===== src/rtl/fork_launch.sv =====
`default_nettype none
// ============================================================================
//  Module   : fork_launch
//  Purpose  : Per-core launch sequencer between the fork stage and the cores.
//             Each core runs an independent IDLE -> LOAD -> START -> RUN
//             sequence: a valid context is captured in IDLE, acknowledged
//             upstream in LOAD, loaded into the core in START, and the thread
//             runs until the core retires a JOIN opcode.
//  Revision : 1.0 - initial release
// ----------------------------------------------------------------------------
//  Parameters
//    NCORES        number of cores served (2..16)
//    JOIN          opcode (ins_wb[15:12]) that retires a thread
//  Ports
//    clk           clock, rising edge
//    rst_n         asynchronous active-low reset
//    core_ens_in   [NCORES]     per-core enables from the fork stage
//    fork_cxt_in   [NCORES*33]  per-slice {valid, ptr[15:0], pc[15:0]}
//    ins_vld       [NCORES]     core i retired an instruction
//    ins_wb        [NCORES*16]  retired instruction of core i
//    core_ens_out  [NCORES]     core busy (LOAD/START/RUN)
//    fork_ack      [NCORES]     one-cycle pulse clearing slice i upstream
//    core_start    [NCORES]     one-cycle pulse loading pc/ptr into core i
//    core_pc       [NCORES*16]  captured start pc per core
//    core_ptr      [NCORES*16]  captured start ptr per core
//    all_idle                   every core is IDLE
//    active_cnt    [5]          live thread count (only with the macro)
//  Build option
//    FORK_LAUNCH_ACTIVE_CNT_EN  adds the active_cnt output and its counter
// ============================================================================
module fork_launch #(
  parameter int         NCORES = 4,
  parameter logic [3:0] JOIN   = 4'h8
) (
  input  logic                 clk,
  input  logic                 rst_n,
  input  logic [NCORES-1:0]    core_ens_in,
  input  logic [NCORES*33-1:0] fork_cxt_in,
  input  logic [NCORES-1:0]    ins_vld,
  input  logic [NCORES*16-1:0] ins_wb,
  output logic [NCORES-1:0]    core_ens_out,
  output logic [NCORES-1:0]    fork_ack,
  output logic [NCORES-1:0]    core_start,
  output logic [NCORES*16-1:0] core_pc,
  output logic [NCORES*16-1:0] core_ptr,
  output logic                 all_idle
`ifdef FORK_LAUNCH_ACTIVE_CNT_EN
  ,
  output logic [4:0]           active_cnt
`endif
);

  typedef enum logic [1:0] {
    ST_IDLE  = 2'd0,
    ST_LOAD  = 2'd1,
    ST_START = 2'd2,
    ST_RUN   = 2'd3
  } state_t;

  state_t               state_q [NCORES];
  state_t               state_d [NCORES];
  logic [NCORES*16-1:0] pc_q, pc_d, ptr_q, ptr_d;
  logic [NCORES-1:0]    fork_ack_q, fork_ack_d;
  logic [NCORES-1:0]    core_start_q, core_start_d;
  logic [NCORES-1:0]    core_ens_q, core_ens_d;
  logic                 all_idle_q, all_idle_d;
  logic [NCORES-1:0]    launch;   // IDLE -> LOAD this cycle
  logic [NCORES-1:0]    retire;   // RUN -> IDLE this cycle

  // Only the opcode field of the retired instruction matters here.
  logic [NCORES*12-1:0] wb_unused;
  for (genvar g = 0; g < NCORES; g++) begin : g_wb_unused
    assign wb_unused[g*12 +: 12] = ins_wb[g*16 +: 12];
  end

  // Next-state logic. Outputs are registered from the next state so the
  // pulses line up with the state they belong to (ack in LOAD, start in START).
  always_comb begin
    all_idle_d = 1'b1;
    pc_d       = pc_q;
    ptr_d      = ptr_q;
    launch     = '0;
    retire     = '0;
    fork_ack_d   = '0;
    core_start_d = '0;
    core_ens_d   = '0;
    for (int i = 0; i < NCORES; i++) begin
      state_d[i] = state_q[i];
      case (state_q[i])
        ST_IDLE: begin
          if (core_ens_in[i] && fork_cxt_in[33*i+32]) begin
            state_d[i]       = ST_LOAD;
            launch[i]        = 1'b1;
            pc_d[16*i +: 16]  = fork_cxt_in[33*i    +: 16];
            ptr_d[16*i +: 16] = fork_cxt_in[33*i+16 +: 16];
          end
        end
        ST_LOAD:  state_d[i] = ST_START;
        ST_START: state_d[i] = ST_RUN;
        ST_RUN: begin
          // The slice valid bit is not looked at here, so a JOIN coinciding
          // with a new context retires first; capture happens from IDLE later.
          if (ins_vld[i] && (ins_wb[16*i+12 +: 4] == JOIN)) begin
            state_d[i] = ST_IDLE;
            retire[i]  = 1'b1;
          end
        end
        default: state_d[i] = ST_IDLE;
      endcase
      fork_ack_d[i]   = (state_d[i] == ST_LOAD);
      core_start_d[i] = (state_d[i] == ST_START);
      core_ens_d[i]   = (state_d[i] != ST_IDLE);
      if (state_d[i] != ST_IDLE) all_idle_d = 1'b0;
    end
  end

  always_ff @(posedge clk or negedge rst_n) begin
    if (!rst_n) begin
      // Core 0 comes out of reset running the boot thread.
      for (int i = 0; i < NCORES; i++) begin
        if (i == 0) state_q[i] <= ST_RUN;
        else        state_q[i] <= ST_IDLE;
      end
      pc_q         <= '0;
      ptr_q        <= '0;
      fork_ack_q   <= '0;
      core_start_q <= '0;
      core_ens_q   <= NCORES'(1);
      all_idle_q   <= 1'b0;
    end else begin
      for (int i = 0; i < NCORES; i++) state_q[i] <= state_d[i];
      pc_q         <= pc_d;
      ptr_q        <= ptr_d;
      fork_ack_q   <= fork_ack_d;
      core_start_q <= core_start_d;
      core_ens_q   <= core_ens_d;
      all_idle_q   <= all_idle_d;
    end
  end

  assign core_ens_out = core_ens_q;
  assign fork_ack     = fork_ack_q;
  assign core_start   = core_start_q;
  assign core_pc      = pc_q;
  assign core_ptr     = ptr_q;
  assign all_idle     = all_idle_q;

`ifdef FORK_LAUNCH_ACTIVE_CNT_EN
  logic [4:0] active_cnt_q, active_cnt_d;
  int         cnt_sum;

  // Net change is applied in one step and clamped to 0..NCORES.
  always_comb begin
    cnt_sum = int'(active_cnt_q);
    for (int i = 0; i < NCORES; i++) begin
      cnt_sum = cnt_sum + int'(launch[i]) - int'(retire[i]);
    end
    if (cnt_sum < 0)            cnt_sum = 0;
    else if (cnt_sum > NCORES)  cnt_sum = NCORES;
    active_cnt_d = 5'(cnt_sum);
  end

  always_ff @(posedge clk or negedge rst_n) begin
    if (!rst_n) active_cnt_q <= 5'd1;
    else        active_cnt_q <= active_cnt_d;
  end

  assign active_cnt = active_cnt_q;
`endif

endmodule
`default_nettype wire


===== config.mk =====
export PLATFORM = sky130hd
export DESIGN_NAME = fork_launch
export DESIGN_NICKNAME = d
export VERILOG_FILES = /design/src/rtl/fork_launch.sv
export SDC_FILE = /design/constraint.sdc
export NUM_CORES = 1
export LEC_CHECK = 0
export BUFFER_PORTS_ARGS = -buffer_cell sky130_fd_sc_hd__buf_4
export CAP_MARGIN = 20
export CORE_AREA = 2 2 133 135
export CTS_CLUSTER_SIZE = 12
export DETAILED_ROUTE_END_ITERATION = 8
export DIE_AREA = 0 0 135 137
export PLACE_DENSITY_LB_ADDON = 0.12
export SYNTH_ARGS = -nofsm -noshare
export SYNTH_HDL_FRONTEND = slang
export SYNTH_SLANG_ARGS = --single-unit

===== constraint.sdc =====
create_clock -name clk -period 1.9 [get_ports clk]
set_input_delay 0 -clock clk [delete_from_list [all_inputs] [get_ports clk]]
set_output_delay 0 -clock clk [all_outputs]
set_load 0.01 [all_outputs]

==> flow_summary.json <==
{
  "synthSimpleGateAreaFrac_pct": 4.38,
  "die_x_um": 135,
  "wl_per_cell_um": 15.6,
  "postRouteAntennaNets": 0,
  "rrSetupSlack_ps": 180,
  "drc": 0,
  "rows": 48,
  "fin_nets": 994,
  "worstPathCellList": "nor4b_4 > dlygate4sd3_1 > nand3_1 > a21o_1",
  "fin_crit_sh_pct": 90.5,
  "synth_compound_area_share_pct": 1.42,
  "clock-sinks": 149,
  "grt_overflow": 0,
  "yosysTopAreaCell": "dfrtp_1",
  "cts_buffers": 17,
  "slowest_stage": "dlygate4sd3_1",
  "period_needed_ps": 1720,
  "wl_met2_mm": 8.56,
  "max_stage_delay_ps": 600,
  "drive_gt1_share_pct": 58.4,
  "port_buffers": 298,
  "synth_xor_xnor_area_share_pct": 0,
  "synth_common_cells": "146 x dfrtp_1, 120 x mux2_2, 10 x buf_6",
  "cts_setup_buffers": 0,
  "outcome": "complete, no violations",
  "cts_resized": 0,
  "fmax_ghz": 0.582,
  "diodes": 0,
  "yosysWarnings": 0,
  "grt_usage_pct": 17.5,
  "p_leak_nw": 5.17,
  "async_flop_share_pct": 100,
  "rsz0062_at_grt": "no",
  "ys_top_cells_by_area": "dfrtp_1 65%, mux2_2 24%, buf_6 2.0%",
  "tightest_slew_ps": 409,
  "synth_mux_area_share_pct": 25.6,
  "clock_tree.root_cell": "clkbuf_16",
  "start_kind": "flop",
  "dpl.cell_count": 849,
  "finalWorstSetupSlack_ps": 181,
  "synth_enable_flop_cells": 0,
  "clk_latency_ps": 410,
  "hold_ws_ps": 41.8,
  "routed_via_density": 4.37,
  "max-vdd-ir-drop_mv": 0.598,
  "cts_tree": "done",
  "clk_path_buf_depth": 2,
  "cp_max_fo": 4,
  "place_ws_ps": 417,
  "fillers": 1350,
  "wirelength_mm": 16.0,
  "power_density_nw_per_um2": 732,
  "synth_fa_ha_area_share_pct": 0,
  "finalSetupViolCount": 0,
  "synth.avg_cell_area_um2": 17.1,
  "dr_wl_met3_mm": 1.28,
  "synth_top_family_by_area": "multiplexers",
  "h-tree-depth": 4,
  "gp_congestion": 0.748,
  "vias": 4488,
  "maxCapViolCount": 0,
  "wl_met1_mm": 5.97,
  "syn-num-nets": 536,
  "min_path_type": "in -> reg",
  "hold_viol_final": 0,
  "die_h_um": 137,
  "fin_cells": 1026,
  "criticalPathCategory": "reg -> reg",
  "synth_ff_type": "dfrtp_1",
  "syn2layout_area_growth_pct": 80.5,
  "dieArea_um2": 18500,
  "crit_required_ps": 2250,
  "antenna_found_initial": 0,
  "num_io_pins": 347,
  "yosysMostFrequentCell": "dfrtp_1",
  "hold_buffers": 145,
  "dr.pass1.iters": 4,
  "fin_total_pwr_mw": 7.43,
  "start_util_pct": 33.0,
  "grt_first_pass_wirelength_mm": 24.8,
  "cp-end-kind": "flop",
  "routed.top_layer": "met4",
  "hpwl_mm": 11.1,
  "netlist-cell-type-count": 18,
  "syn_area_um2": 5630,
  "fp.coreArea_um2": 17100,
  "drt_iter0_drc": 91,
  "grt_max_degree": 64,
  "yosys.area.top_type_share_pct": 64.9,
  "worstPathArrival_ps": 2070,
  "finalClockSkew_ps": 5.41,
  "yosysSeqAreaShare_pct": 66.3,
  "synth_seq_cells": 149,
  "max_slew_margin_pct": 72.8,
  "clk_pin_slew_ps": 60,
  "synthCells": 330,
  "report.final.slew_viol_count": 0,
  "final.setup.tns_ps": 0,
  "grt_pass1_vias": 4985
}
==> logic make-up (layout without fill, tap and decap cells) <==
kind of cell,count (synthesis),after routing
multiplexers,128,128
flip-flops,149,149
buffers and inverters,12,483
AND/OR/NAND/NOR,29,29
AO/OA/AOI/OAI,12,12
==> path summary, 6_finish.rpt <==
path                               from  cells past startpoint               to
hold / removal               ins_wb[62]                      3  core_ens_out[3]
hold reg to reg            core_ptr[37]                      1     core_ptr[37]
min in group asynchronous         rst_n                      2     core_ptr[42]
setup reg to reg             state_q[6]                      4       state_q[6]
max in group asynchronous         rst_n                      3       state_q[6]
setup / recovery             state_q[6]                      4       state_q[6]
==> worst max-delay path, delay by kind of cell (launching register included) <==
family                 cells  cell delay, ps
AOI/OAI and AO/OA          1             170
and+or+nand+nor            2             300
DFF                        1             580
buffers and inverters      1             600
==> per-stage QoR <==
| stage | util [%] | cell area (um^2) |
|---|---|---|
| finish | 59.6 | 10200 |
| CTS | 59.6 | 10200 |
| global route | 59.6 | 10200 |
| floorplan | - | 5630 |
| detailed placement | 47.8 | 8150 |
| global placement | 47.8 | 8150 |
==> area by class of cell <==
cell class / count / area (um^2) / share of cell area (%)
clock buffers: 21 / 460 / 4.53
repair buffers: 451 / 3810 / 37.6
clock inverters: 11 / 100 / 0.985
flip-flops and latches: 149 / 3730 / 36.7
multi-input cells: 169 / 1770 / 17.4
well taps: 225 / 282 / 2.77
==> power breakdown <==
part | leakage (nW) | total [mW] | internal (mW) | switching (mW)
registers | 1.96 | 3.35 | 3.29 | 0.0620
logic | 2.94 | 0.930 | 0.618 | 0.311
clock network | 0.262 | 3.15 | 1.87 | 1.28
==> registers in the layout, summed over array words and instances (netlist names) <==
signal / cells
core_ens_out: 4
core_start: 4
state_q: 8
core_ptr: 64
core_pc: 64
fork_ack: 4
all_idle: 1
==> cells in the final DEF, fill, tap and decap left out, types with 3 or more instances in the layout <==
cell           count
dfstp_2            3
buf_4            300
clkbuf_16         17
a21o_1             4
clkinv_2           3
clkinvlp_4         5
nand2_1            4
a22oi_1            4
buf_12             5
mux2_2           120
nor3_4             4
nand3_1            4
nor2b_1            4
mux2_1             8
dfrtp_1          146
dlygate4sd3_1    145
and3_1             4
nor4b_2            3
a21oi_1            4
nor2_1             4
==> layer usage <==
metal | up-vias | global-route usage (%)
li1 | 2097 | -
met1 | 2203 | 18.8
met2 | 180 | 32.5
met3 | 8 | 5.63
met4 | 0 | 5.73
met5 | - | 0
Power figures use the tool's default switching activity.
